<file path="config.mk">
export PLATFORM = sky130hd
export DESIGN_NAME = ysyx_22050612_mem_arbiter
export DESIGN_NICKNAME = d
export VERILOG_FILES = /design/src/rtl/ysyx_22050612_mem_arbiter.sv
export SDC_FILE = /design/constraint.sdc
export NUM_CORES = 1
export LEC_CHECK = 0
export ABC_AREA = 1
export ABC_CLOCK_PERIOD_IN_PS = 2000
export CORE_AREA = 10 10 202 204
export CTS_CLUSTER_SIZE = 14
export DETAILED_ROUTE_END_ITERATION = 16
export DIE_AREA = 0 0 212 214
export GPL_TIMING_DRIVEN = 0
export SLEW_MARGIN = 20
export SYNTH_ARGS = -nofsm -noshare
export SYNTH_HDL_FRONTEND = slang
export SYNTH_SLANG_ARGS = --single-unit
</file>
<file path="constraint.sdc">
create_clock -name clk_i -period 2 [get_ports clk_i]
set_input_delay 0.2 -clock clk_i [delete_from_list [all_inputs] [get_ports clk_i]]
set_output_delay 0.2 -clock clk_i [all_outputs]
set_load 0.01 [all_outputs]
</file>
<file path="src/rtl/ysyx_22050612_mem_arbiter.sv">
// Two-master (IFU/LSU) arbiter for the single shared memory port.
// LSU has fixed priority; one transaction in flight; responses return to the owning master.
module ysyx_22050612_mem_arbiter #(
  parameter int unsigned ADDR_W = 64,
  parameter int unsigned DATA_W = 64
) (
  input  logic                clk_i,
  input  logic                rst_i,
  // instruction fetch master
  input  logic                ifu_req_valid_i,
  output logic                ifu_req_ready_o,
  input  logic [ADDR_W-1:0]   ifu_addr_i,
  output logic                ifu_resp_valid_o,
  output logic [DATA_W-1:0]   ifu_rdata_o,
  // load/store master
  input  logic                lsu_req_valid_i,
  output logic                lsu_req_ready_o,
  input  logic [ADDR_W-1:0]   lsu_addr_i,
  input  logic                lsu_wen_i,
  input  logic [DATA_W-1:0]   lsu_wdata_i,
  input  logic [DATA_W/8-1:0] lsu_wmask_i,
  output logic                lsu_resp_valid_o,
  output logic [DATA_W-1:0]   lsu_rdata_o,
  // shared memory port
  output logic                mem_req_valid_o,
  input  logic                mem_req_ready_i,
  output logic [ADDR_W-1:0]   mem_addr_o,
  output logic                mem_wen_o,
  output logic [DATA_W-1:0]   mem_wdata_o,
  output logic [DATA_W/8-1:0] mem_wmask_o,
  input  logic                mem_resp_valid_i,
  input  logic [DATA_W-1:0]   mem_rdata_i
);

  localparam int unsigned MASK_W = DATA_W / 8;

  typedef enum logic [1:0] {
    S_IDLE = 2'd0,
    S_REQ  = 2'd1,
    S_WAIT = 2'd2
  } state_e;

  localparam logic OWNER_IFU = 1'b0;
  localparam logic OWNER_LSU = 1'b1;

  state_e              state_q, state_d;
  logic                owner_q, owner_d;
  logic [ADDR_W-1:0]   mem_addr_q, mem_addr_d;
  logic                mem_wen_q, mem_wen_d;
  logic [DATA_W-1:0]   mem_wdata_q, mem_wdata_d;
  logic [MASK_W-1:0]   mem_wmask_q, mem_wmask_d;
  logic [DATA_W-1:0]   ifu_rdata_q, ifu_rdata_d;
  logic [DATA_W-1:0]   lsu_rdata_q, lsu_rdata_d;
  logic                ifu_resp_q, ifu_resp_d;
  logic                lsu_resp_q, lsu_resp_d;

  // Acceptance only in IDLE and outside reset; LSU masks the IFU.
  always_comb begin
    lsu_req_ready_o = (state_q == S_IDLE) && !rst_i;
    ifu_req_ready_o = (state_q == S_IDLE) && !rst_i && !lsu_req_valid_i;
  end

  // Next-state and datapath capture.
  always_comb begin
    state_d     = state_q;
    owner_d     = owner_q;
    mem_addr_d  = mem_addr_q;
    mem_wen_d   = mem_wen_q;
    mem_wdata_d = mem_wdata_q;
    mem_wmask_d = mem_wmask_q;
    ifu_rdata_d = ifu_rdata_q;
    lsu_rdata_d = lsu_rdata_q;
    ifu_resp_d  = 1'b0;
    lsu_resp_d  = 1'b0;
    unique case (state_q)
      S_IDLE: begin
        if (lsu_req_valid_i && lsu_req_ready_o) begin
          mem_addr_d  = lsu_addr_i;
          mem_wen_d   = lsu_wen_i;
          mem_wdata_d = lsu_wdata_i;
          mem_wmask_d = lsu_wmask_i;
          owner_d     = OWNER_LSU;
          state_d     = S_REQ;
        end else if (ifu_req_valid_i && ifu_req_ready_o) begin
          mem_addr_d  = ifu_addr_i;
          mem_wen_d   = 1'b0;
          mem_wdata_d = '0;
          mem_wmask_d = '0;
          owner_d     = OWNER_IFU;
          state_d     = S_REQ;
        end
      end
      S_REQ: begin
        if (mem_req_ready_i) state_d = S_WAIT;
      end
      S_WAIT: begin
        if (mem_resp_valid_i) begin
          if (owner_q == OWNER_LSU) begin
            lsu_rdata_d = mem_rdata_i;
            lsu_resp_d  = 1'b1;
          end else begin
            ifu_rdata_d = mem_rdata_i;
            ifu_resp_d  = 1'b1;
          end
          state_d = S_IDLE;
        end
      end
      default: state_d = S_IDLE;
    endcase
  end

  // State register with synchronous reset; reset also drops any pending response.
  always_ff @(posedge clk_i) begin
    if (rst_i) begin
      state_q     <= S_IDLE;
      owner_q     <= OWNER_IFU;
      mem_addr_q  <= '0;
      mem_wen_q   <= 1'b0;
      mem_wdata_q <= '0;
      mem_wmask_q <= '0;
      ifu_rdata_q <= '0;
      lsu_rdata_q <= '0;
      ifu_resp_q  <= 1'b0;
      lsu_resp_q  <= 1'b0;
    end else begin
      state_q     <= state_d;
      owner_q     <= owner_d;
      mem_addr_q  <= mem_addr_d;
      mem_wen_q   <= mem_wen_d;
      mem_wdata_q <= mem_wdata_d;
      mem_wmask_q <= mem_wmask_d;
      ifu_rdata_q <= ifu_rdata_d;
      lsu_rdata_q <= lsu_rdata_d;
      ifu_resp_q  <= ifu_resp_d;
      lsu_resp_q  <= lsu_resp_d;
    end
  end

  assign mem_req_valid_o  = (state_q == S_REQ);
  assign mem_addr_o       = mem_addr_q;
  assign mem_wen_o        = mem_wen_q;
  assign mem_wdata_o      = mem_wdata_q;
  assign mem_wmask_o      = mem_wmask_q;
  assign ifu_rdata_o      = ifu_rdata_q;
  assign lsu_rdata_o      = lsu_rdata_q;
  assign ifu_resp_valid_o = ifu_resp_q;
  assign lsu_resp_valid_o = lsu_resp_q;

endmodule
</file>
# --- After elaboration in Yosys (flattened, before gate mapping) ---
# Cells that the tools add are included.
classes:
  bitwise_logic: 3
  eq_ne: 5
  mux: 16
  n_reduce_logical: 13
op_table:
  columns: ["op", "count"]
  rows:
  - ["$mux W64", 4]
  - ["$mux W8", 2]
  - ["$reduce_and A3 Y1", 3]
  - ["$mux W2", 4]
  - ["$pmux W2 S3", 1]
  - ["$mux W1", 5]
  - ["$logic_and A1 B1 Y1", 4]
  - ["$ne A3 B1 Y1 const B", 1]
  - ["$not A1 Y1", 3]
  - ["$reduce_or A3 Y1", 1]
  - ["$eq A2 B1 Y1 const B", 1]
  - ["$eq A2 B2 Y1 const B", 1]
  - ["$logic_not A1 Y1", 2]
  - ["$logic_not A2 Y1", 1]
  - ["$ne A2 B1 Y1 const B", 1]
  - ["$ne A2 B2 Y1 const B", 1]
  - ["$reduce_and A2 Y1", 1]
  - ["$reduce_bool A2 Y1", 1]
word_totals:
  ff_bits: 270
  inputBits: 271

# --- Logic depth before layout (Yosys ltp) ---
# Gate-level depths: netlist (run 1).
depth:
  depth_word: 7
  mapped_depth: 9

# --- Least setup slack after synthesis (run 1) ---
# OpenSTA, ideal clock, no wires.
synth_path:
  kind: "reg2reg"
  from: "reg state_q[1]"
  to: "reg mem_addr_q[10], in the netlist mem_addr_o[10]"
  t_arrival_ps: 1188
  path_buffers: 2
  path_stages_with_launch: 9
  setup_slack_ps: 703
  path_cell_list: "dfxtp_1 -> nor2_1 -> buf_4 -> nand2_1 -> nor2_4 -> buf_4 -> nand3_1 -> nand2_1 -> inv_1"
synth_via:
  elab_chain_cells: 6
  elab_cells_between_ends: 8
  cone_classes: "1 x mux; 7 x reduce/logical"
synth_lines:
  columns: ["element", "line", "source"]
  rows:
  - ["from (decl)", "46", "state_e state_q, state_d;"]
  - ["from (signal assigned)", "126", "state_q <= state_d;"]
  - ["$logic_not A2 Y1 *", "59, 60, 75", null]
  - ["$logic_and A1 B1 Y1", "59, 60", null]
  - ["$logic_and A1 B1 Y1", "60", "ifu_req_ready_o = (state_q == S_IDLE) && !rst_i && !lsu_req_valid_i;"]
  - ["$logic_and A1 B1 Y1", "84", "end else if (ifu_req_valid_i && ifu_req_ready_o) begin"]
  - ["$reduce_bool A2 Y1 (no source line)", null, null]
  - ["$reduce_and A2 Y1 (no source line)", null, null]
  - ["to (signal assigned)", "128", "mem_addr_q <= mem_addr_d;"]
  - ["to (decl)", "48", "logic [ADDR_W-1:0] mem_addr_q, mem_addr_d;"]
# Every way passes the cells marked *; elsewhere a longest branch is shown, timed or not.
# A chain may end at the register's enable or synchronous reset.

# --- Final worst setup path (run 1) ---
layout_path:
  from: "in lsu_req_valid_i"
  to: "out ifu_req_ready_o"
layout_via:
  elab_chain_cells: 2
layout_lines:
  columns: ["element", "line", "source"]
  rows:
  - ["from (decl)", "16", "input logic lsu_req_valid_i,"]
  - ["$logic_not A1 Y1", "60", null]
  - ["$logic_and A1 B1 Y1", "60", null]
  - ["to (decl)", "11", "output logic ifu_req_ready_o,"]
# No other way between the ends.

==> summary.md, run 1 <==
| Metric | Value |
|---|---|
| Die width | `212 um` |
| Data required time of the worst path | `1.80 ns` |
| Worst slew pin tran | `0.961 ns` |
| Worst setup path startpoint | `lsu_req_valid_i` |
| Die Ht | `214 um` |
| Endpoint type of the worst setup path | `output pin` |
| Final antenna-violating net count | `0` |
| Main combinational cell family by area after synthesis | `simple AND/OR/NAND/NOR gates` |
| Vias | `11.7k` |
| Gate power share | `0.178` |
| Layout area overhead | `64.9%` |
| Clock sinks | `270` |
| Final Slew Violations | `0` |
| CTS H-tree depth | `1` |
| Clock power share | `0.405` |
| Hold Crit Start | `lsu_wdata_i[48]` |
| Period utilisation layout | `0.929` |
| Critical-path maximum fanout | `10` |
| Total GRT Usage | `0.205` |
| Switching Fraction | `0.265` |
| Post-synthesis xor/xnor area fraction | `0` |
| Status | `finished clean` |
| Detailed-router iteration count before antenna repair | `4` |
| Pin count of the biggest net entering global routing | `15` |
| Register bit total from synthesis | `270` |
| Root Buffer | `clkbuf_16` |
| Clock buffers created by TritonCTS | `30` |
| Worst VDD drop | `642 uV` |
| Crit path time final | `1.86 ns` |
| Leak pwr | `7.18 nW` |
| Post-synthesis simple-gate area fraction | `0.279` |
| Row cnt | `71` |
| Filler instances | `3685` |
| CP Launch Type | `input pin` |
| GPL Wtd Cong | `0.835` |
| Maxcap violations | `0` |
| Post-synthesis mux area share | `0` |
| Post-Syn Area | `10800 sq um` |
| Hold Path Stages | `3` |
| Via/cell ratio | `4.52` |
| Detailed Route Iter0 Violations | `488` |
| Cells after Synth | `1510` |
| WP data arrival | `1.66 ns` |
| DP HPWL | `38600 um` |
| Max Clock Skew | `0.0223 ns` |
| Switching pwr | `0.00366 W` |
| Top Ports | `541` |
| Wirelength, routed | `48800 um` |
| Reg clk slew, reported paths | `0.06 ns` |
| Starting Density | `0.291` |
| Syn Area/Cell | `7.14 sq um` |
| Most common cell after layout, fill and taps aside | `clkdlybuf4s50_1` |
| Post-synthesis adder-cell area fraction | `0` |
| R2R Path Start | `state_q[1]` |
| Initial antenna violation count | `6` |
| Layout Nets | `2353` |
| Worst r2r path cells | `8` |
| CORE AREA | `37000 sq um` |
| PortBufs | `539` |
| Most frequent cells in the layout | `clkdlybuf4s50_1 (536), nand2_1 (439), dfxtp_1 (270)` |
| Pwr dens | `776 nW/um^2` |
| Vias in the first global route | `11.6k` |
| GRT overflow | `0` |
| Post-synth top area share | `0.501` |
| Clock Latency Late Sink | `0.57 ns` |
| Post-CTS Hold Fix Bufs | `0` |
| Hold Path Class | `input pin to flip-flop` |
| Seq/Total Area, Yosys | `0.501` |
| Hold slack | `0.176 ns` |
| First-pass GRT wire length | `72200 um` |
| RSZ-0062 raised after global routing | `false` |
| Final Hold Fails | `0` |
| Crit path kind | `input pin to output pin` |
| Layout cells sized above 1 | `0.0774` |
| CTS tree | `built` |
| Worst rel slew slack | `0.360` |
| Internal Pwr Total | `0.0102 W` |
| Yosys cell types | `19` |
| Post-layout util | `0.480` |
| Post-synth net total | `1781` |
| Die area | `45400 sq um` |
| Post-synthesis compound-gate area fraction | `0.123` |
| Dominant cells by area after synthesis | `dfxtp_1 (50%), nand2_1 (15%), a21oi_1 (9.4%), inv_1 (4.7%), nor2_1 (4.7%)` |
| Synth warn | `0` |
| Register area | `5410 sq um` |
| Fmax | `0.538 GHz` |
| Synth area leader | `dfxtp_1` |
| Drc violations | `0` |
| DR WL/cell | `18.9 um` |
| Multi-input logic area | `4340 sq um` |
| Final setup viols | `0` |
| CTS max path bufs | `3` |
| Sequential power share | `0.417` |
-- final timing paths --
check,end,slack [ns]
worst min-delay path,mem_wdata_o[48],0.18
worst max register to register,mem_wdata_o[42],0.33
worst min register to register,ifu_rdata_o[45],0.46
worst max-delay path,ifu_req_ready_o,0.14
-- metrics by stage --
stage / power (W) / instances / TNS (ns) / cell area (sq um) / worst slack, ns
after floorplan: 0.00689 / 1510 / 0 / 10800 / 0.703
after global placement: 0.00832 / 2523 / -1.11 / 16800 / -0.122
after detailed placement: 0.00835 / 2523 / -0.966 / 16800 / -0.106
after CTS: 0.0140 / 2579 / 0 / 17800 / 0.142
after global routing: 0.0144 / 2581 / 0 / 17800 / 0.0229
final: 0.0138 / 2583 / 0 / 17800 / 0.141
-- critical path: stages --
cell	delay (ns)
clkdlybuf4s50_1	0.47
buf_2	0.23
clkbuf_1	0.37
nor2_1	0.09
dlygate4sd2_1	0.30
-- cell usage after synthesis --
| cell | instances |
|---|---|
| buf_2 | 49 |
| dfxtp_1 | 270 |
| buf_4 | 4 |
| nand3_1 | 84 |
| nor2_4 | 1 |
| nor2_2 | 1 |
| inv_2 | 3 |
| buf_6 | 5 |
| nand2_1 | 440 |
| nor2_1 | 135 |
| nand4_1 | 17 |
| nand3_2 | 1 |
| or2_2 | 47 |
| a21oi_1 | 202 |
| o21ai_1 | 12 |
| inv_1 | 135 |
| buf_1 | 7 |
| clkbuf_1 | 45 |
| o21ai_0 | 52 |
-- cell families after synthesis --
kind of cell,count (synthesis)
compound gates,266
buf+inv,248
flops,270
simple gates,726
-- flip-flops by register name (all words and copies together) (netlist names) --
register          cells
lsu_resp_valid_o      1
lsu_rdata_o          64
mem_wdata_o          64
ifu_resp_valid_o      1
mem_addr_o           64
mem_wmask_o           8
state_q               2
mem_wen_o             1
owner_q               1
ifu_rdata_o          64
-- area by class of cell --
type	count	area share
antenna	4	0.000563
buffer	110	0.0296
clock buffer	46	0.0518
clock inverter	9	0.00408
inverter	138	0.0291
multi-input combinational	992	0.244
sequential	270	0.304
tap	474	0.0333
timing repair buffer	540	0.303
-- layer usage --
| metal | track usage | part of all wire |
|---|---|---|
| met5 | 0 | 0.00037 |
| met4 | 0.0551 | 0.025 |
| met3 | 0.0792 | 0.095 |
| met2 | 0.362 | 0.49 |
| met1 | 0.222 | 0.39 |
-- repair_timing --
item | CTS | global route
resized for setup | 5 | 0
endpoints found under the setup margin | 3 | 0
setup buffers | 1 | 0
-- power by group through the flow --
stage | clock network, W | logic, W | registers, W
finish | 0.00559 | 0.00246 | 0.00576
global route | 0.00595 | 0.00270 | 0.00579
CTS | 0.00575 | 0.00249 | 0.00576
detailed placement | 0 | 0.00247 | 0.00588
global placement | 0 | 0.00246 | 0.00586
floorplan | 0 | 0.000905 | 0.00598
(Power assumes the default switching activity.)
==> run 2, diff against run 1 <==
Settings changed: ABC_CLOCK_PERIOD_IN_PS 2000 to 2150.
Clock period 2 ns to 2.15 ns, I/O delays scaled along.
==> summary.md, run 2 (synthesized netlist as in run 1, its figures left out) <==
| Metric | Value |
|---|---|
| CTS tree | `built` |
| GPL Wtd Cong | `0.835 (unchanged)` |
| Detailed-router iteration count before antenna repair | `4 (unchanged)` |
| End of the critical path | `lsu_req_ready_o` |
| Max Clock Skew | `0.0223 ns (unchanged)` |
| Maxcap violations | `0 (unchanged)` |
| Post-CTS Hold Fix Bufs | `0 (unchanged)` |
| Fmax | `0.485 GHz` |
| Hold Path Class | `input pin to flip-flop` |
| Final antenna-violating net count | `0 (unchanged)` |
| Die Ht | `214 um (unchanged)` |
| R2R Path Start | `state_q[1]` |
| Endpoint type of the worst setup path | `output pin` |
| Worst r2r path cells | `8 (unchanged)` |
| R2R Path End | `mem_wdata_o[42]` |
| RSZ-0062 raised after global routing | `false` |
| Reg clk slew, reported paths | `0.06 ns (about the same)` |
| Initial antenna violation count | `6 (unchanged)` |
| Vias in the first global route | `11.6k (unchanged)` |
| Wirelength, routed | `48800 um (about the same)` |
| Post-layout util | `0.480 (about the same)` |
| Worst rel slew slack | `0.360 (unchanged)` |
| Worst VDD drop | `597 uV (-7.0%)` |
| Sum of negative setup slack | `0 ns (unchanged)` |
| Layout cells sized above 1 | `0.0774 (unchanged)` |
| Total GRT Usage | `0.205 (unchanged)` |
| Final instance area | `17800 sq um (about the same)` |
| CP Launch Type | `flip-flop` |
| Placed Area | `16800 sq um (unchanged)` |
| Crit path time final | `2.06 ns` |
| Drc violations | `0 (unchanged)` |
| Die width | `212 um (unchanged)` |
| DP HPWL | `38600 um (unchanged)` |
| Final setup viols | `0 (unchanged)` |
| Worst setup path startpoint | `state_q[1]` |
| DR WL/cell | `18.9 um (about the same)` |
| WP data arrival | `1.85 ns (+0.19 ns)` |
| Die area | `45400 sq um (unchanged)` |
| Row cnt | `71 (unchanged)` |
| CTS max path bufs | `3 (unchanged)` |
| Clock Latency Late Sink | `0.57 ns (about the same)` |
| Root Buffer | `clkbuf_16` |
| Crit path kind | `flip-flop to output pin` |
| PortBufs | `539 (unchanged)` |
| Vias | `11.7k (+0.017%)` |
| Hold Path Stages | `3 (unchanged)` |
| Clock buffers created by TritonCTS | `30 (unchanged)` |
| Data required time of the worst path | `1.93 ns (+0.13 ns)` |
| Detailed Route Iter0 Violations | `488 (unchanged)` |
| Status | `finished clean` |
| Most frequent cells in the layout | `clkdlybuf4s50_1 (538), nand2_1 (439), dfxtp_1 (270)` |
| Layout area overhead | `64.9% (about the same)` |
| Most common cell after layout, fill and taps aside | `clkdlybuf4s50_1` |
| Worst slew pin tran | `0.961 ns (unchanged)` |
| Finished Layout Cells | `2583 (unchanged)` |
| Placed cells | `2523 (unchanged)` |
| CTS H-tree depth | `1 (unchanged)` |
| Layout Nets | `2353 (unchanged)` |
| Leak pwr | `7.17 nW (about the same)` |
| CORE AREA | `37000 sq um (unchanged)` |
| First-pass GRT wire length | `72200 um (unchanged)` |
| Pin count of the biggest net entering global routing | `15 (unchanged)` |
| Starting Density | `0.291 (unchanged)` |
| Clock sinks | `270 (unchanged)` |
| Critical-path maximum fanout | `3 (-7)` |
| Via/cell ratio | `4.52 (about the same)` |
| Final Slew Violations | `0 (unchanged)` |
| Pwr dens | `722 nW/um^2 (-7.0%)` |
| Period utilisation layout | `0.959` |
| Final Hold Fails | `0 (unchanged)` |
| Flop-to-flop setup slack | `0.48 ns (+0.15 ns)` |
| Top Ports | `541 (unchanged)` |
| GRT overflow | `0 (unchanged)` |
==> run 2: cell count changes in the layout (fill, tap and decap cells not counted), sizes merged <==
cell and delta:
dlygate4sd2 -2, clkdlybuf4s50 +2
==> run 2: area by class of cell <==
| cell class | count | area, sq um |
|---|---|---|
| fillers | 3683 | 19300 |
| flip-flops and latches | 270 | 5410 |
| repair buffers | 540 | 5400 |
| multi-input cells | 992 | 4340 |
| clock buffers | 46 | 922 |
| well taps | 474 | 593 |
| plain buffers | 110 | 527 |
| inverters | 138 | 518 |
| clock inverters | 9 | 72.6 |
| diodes | 4 | 10.0 |
==> run 2: worst min-delay path by stage <==
stage / startpoint / endpoint / slack [ns]
after CTS: lsu_wdata_i[2] / mem_wdata_o[2] / 0.16
after floorplan: lsu_wdata_i[63] / mem_wdata_o[63] / 0.36
final: lsu_wdata_i[48] / mem_wdata_o[48] / 0.19
after global routing: lsu_wdata_i[48] / mem_wdata_o[48] / 0.18
after global placement: ifu_rdata_o[3] / ifu_rdata_o[3] / 0.45
after detailed placement: ifu_rdata_o[40] / ifu_rdata_o[40] / 0.45
==> run 2: metal layers <==
layer  up-vias  wire (um)  GRT usage
met5         -         18          0
met4         2       1230     0.0551
li1       5881          -          -
met2       385      24000      0.362
met1      5330      18900      0.222
met3        67       4650     0.0792
==> run 2: per-stage QoR <==
step | setup WS (ns) | total power, W | hold slack, ns
2_1_floorplan | 0.853 | 0.00641 | 0.358
3_3_place_gp | 0.0128 | 0.00774 | 0.448
3_5_place_dp | 0.0289 | 0.00776 | 0.454
4_1_cts | 0.0204 | 0.0130 | 0.160
5_1_grt | 0.0246 | 0.0134 | 0.183
6_report | 0.0877 | 0.0129 | 0.191
==> run 2: power breakdown <==
| part | switching (W) | internal, W |
|---|---|---|
| Sequential | 0.000122 | 0.00524 |
| Clock | 0.00215 | 0.00305 |
| Combinational | 0.00113 | 0.00116 |
==> run 2: timing repair <==
action | in CTS | in global routing
gates resized for setup | 2 | 1
setup buffers | 1 | 0
pin swaps | 0 | 0
cloned | 0 | 0
setup endpoints to repair | 2 | 1
==> run 2: critical path: stages, from the launching register on <==
cell and delay, ns:
dfxtp_1 0.33, nor2_2 0.14, buf_4 0.13, nand2_2 0.08, inv_1 0.07, clkdlybuf4s50_1 0.53
==> run 3, diff against run 2 <==
Settings changed: ABC_CLOCK_PERIOD_IN_PS 2150 to 2600, CELL_PAD_IN_SITES_DETAIL_PLACEMENT set to 0, CELL_PAD_IN_SITES_GLOBAL_PLACEMENT set to 1, CORE_AREA 10 10 202 204 to not set, CORE_MARGIN set to 10, CORE_UTILIZATION set to 29, DIE_AREA 0 0 212 214 to not set, PLACE_DENSITY_LB_ADDON set to 0.1.
Clock period 2.15 ns to 2.6 ns, I/O delays scaled along.
==> summary.md, run 3 (synthesized netlist as in run 1, its figures left out) <==
| Metric | Value |
|---|---|
| Hold slack | `0.226 ns (+0.0350 ns)` |
| Clock sinks | `270 (unchanged)` |
| Post-CTS Hold Fix Bufs | `0 (unchanged)` |
| Worst r2r path cells | `8 (unchanged)` |
| Placed Area | `16800 sq um (about the same)` |
| Pin count of the biggest net entering global routing | `16 (+1)` |
| DP HPWL | `40200 um (+4.0%)` |
| Final instance area | `17800 sq um (about the same)` |
| Most frequent cells in the layout | `clkdlybuf4s50_1 (539), nand2_1 (440), dfxtp_1 (270)` |
| Sequential power share | `0.416 (about the same)` |
| Switching Fraction | `0.266 (+0.000870)` |
| Most common cell after layout, fill and taps aside | `clkdlybuf4s50_1` |
| Detailed-router iteration count before antenna repair | `6 (+2)` |
| Row cnt | `70 (-1.4%)` |
| Maxcap violations | `0 (unchanged)` |
| Switching pwr | `0.00283 W (-17%)` |
| CP Launch Type | `flip-flop` |
| Layout cells sized above 1 | `0.0760 (-0.00139)` |
| CTS tree | `built` |
| Internal Pwr Total | `0.00782 W (-17%)` |
| RSZ-0062 raised after global routing | `false` |
| Data required time of the worst path | `2.34 ns (+0.41 ns)` |
| Drc violations | `0 (unchanged)` |
| GPL Wtd Cong | `0.816 (-2.3%)` |
| Gate power share | `0.178 (about the same)` |
| Crit path kind | `flip-flop to output pin` |
| Worst rel slew slack | `0.523 (+0.163)` |
| Total GRT Usage | `0.214 (+0.00881)` |
| GRT overflow | `0 (unchanged)` |
| Worst VDD drop | `477 uV (-20%)` |
| WP data arrival | `2.14 ns (+0.29 ns)` |
| Top Ports | `541 (unchanged)` |
| Top cell by count, worst path | `nor2_1` |
| Final worst setup slack | `0.196 ns (+0.108 ns)` |
| Fmax | `0.416 GHz` |
| CORE AREA | `36700 sq um (-0.94%)` |
| Die Ht | `213 um (-0.53%)` |
| Hold Path End | `mem_wdata_o[11]` |
| Worst slew pin tran | `0.716 ns (-0.245 ns)` |
| CP max-delay cell | `clkdlybuf4s50_1` |
| Finished Layout Cells | `2577 (-0.23%)` |
| Pwr dens | `599 nW/um^2 (-17%)` |
| Via/cell ratio | `4.49 (-0.69%)` |
| Initial antenna violation count | `5 (-1)` |
| First-pass GRT wire length | `73900 um (+2.3%)` |
| Clock power share | `0.406 (about the same)` |
| Die width | `213 um (+0.41%)` |
| DP Worst Slack | `0.374 ns (+0.345 ns)` |
| Flop-to-flop setup slack | `0.86 ns (+0.38 ns)` |
| Final setup viols | `0 (unchanged)` |
| Vias in the first global route | `11.7k (+0.34%)` |
| Crit path time final | `2.40 ns` |
| Die area | `45300 sq um (-0.12%)` |
| Critical-path cell list | `nor2_1, buf_4, nand2_1, nor2_1, clkdlybuf4s50_1` |
| Layout area overhead | `64.8% (about the same)` |
| Reg clk slew, reported paths | `0.06 ns (about the same)` |
| Max Clock Skew | `0.0215 ns (-0.000844 ns)` |
| Wirelength, routed | `50600 um (+3.6%)` |
| Hold Path Stages | `3 (unchanged)` |
| Layout Nets | `2353 (unchanged)` |
| Clock buffers created by TritonCTS | `31 (+3.3%)` |
| Resize count post-CTS | `0 (-2)` |
| Final Slew Violations | `0 (unchanged)` |
| Vias | `11.6k (-0.92%)` |
| Leak pwr | `7.16 nW (-0.17%)` |
| Status | `finished clean` |
| R2R Path End | `mem_addr_o[19]` |
| Critical-path maximum fanout | `10 (+7)` |
| Period utilisation layout | `0.925` |
| Root Buffer | `clkbuf_16` |
| CTS H-tree depth | `1 (unchanged)` |
| Hold Path Class | `input pin to flip-flop` |
| Critical Path Max Stage Delay | `0.55 ns (+0.02 ns)` |
| Sum of negative setup slack | `0 ns (unchanged)` |
| Final antenna-violating net count | `0 (unchanged)` |
| Hold Crit Start | `lsu_wdata_i[11]` |
| Placed cells | `2517 (-0.24%)` |
| PortBufs | `539 (unchanged)` |
| CTS max path bufs | `3 (unchanged)` |
| DR WL/cell | `19.6 um (+3.8%)` |
| Detailed Route Iter0 Violations | `535 (+9.6%)` |
| Final Hold Fails | `0 (unchanged)` |
| Endpoint type of the worst setup path | `output pin` |
| R2R Path Start | `state_q[1]` |
| Starting Density | `0.294 (+0.00275)` |
| Clock Latency Late Sink | `0.58 ns (about the same)` |
| Post-CTS Setup Inserts | `0 (-1)` |
## run 3: worst max-delay path, delay by kind of cell (launching register included)
kind          cells  cell delay (ns)
buf+inv           2             0.76
flops             1             0.32
simple gates      3             0.47
## run 3: area by class of cell
class / count / area, sq um
antenna: 5 / 12.5
buffer: 110 / 527
clock buffer: 46 / 922
clock inverter: 9 / 78.8
fill: 3747 / 18900
inverter: 138 / 518
multi-input combinational: 992 / 4340
sequential: 270 / 5410
tap: 468 / 586
timing repair buffer: 539 / 5400
## run 3: routing by layer
metal  track usage  up-vias  routed length (um)
li1              -     5873                   -
met1         0.234     5266               19300
met2         0.377      355               25200
met3        0.0820       62                4800
met4        0.0603        2                1310
met5             0        -                  13
## run 3: metrics by stage
stage	total power [W]	util
5_1_grt	0.0111	0.484
3_3_place_gp	0.00641	0.457
4_1_cts	0.0108	0.484
6_report	0.0106	0.485
3_5_place_dp	0.00642	0.457
2_1_floorplan	0.00530	-
## run 3: power by group through the flow
stage | clock network [W] | registers (W) | logic, W
2_1_floorplan | 0 | 0.00460 | 0.000696
3_3_place_gp | 0 | 0.00451 | 0.00190
3_5_place_dp | 0 | 0.00452 | 0.00190
4_1_cts | 0.00445 | 0.00443 | 0.00192
5_1_grt | 0.00461 | 0.00445 | 0.00208
6_report | 0.00432 | 0.00443 | 0.00189
## run 3: worst max path at each step
stage | startpoint | endpoint | slack (ns)
final | state_q[1] | ifu_req_ready_o | 0.20
after global routing | state_q[0] | ifu_req_ready_o | 0.1
after CTS | state_q[1] | ifu_req_ready_o | 0.14
after detailed placement | lsu_req_valid_i | ifu_req_ready_o | 0.37
after global placement | lsu_req_valid_i | ifu_req_ready_o | 0.39
after floorplan | state_q[1] | mem_addr_o[10] | 1.30
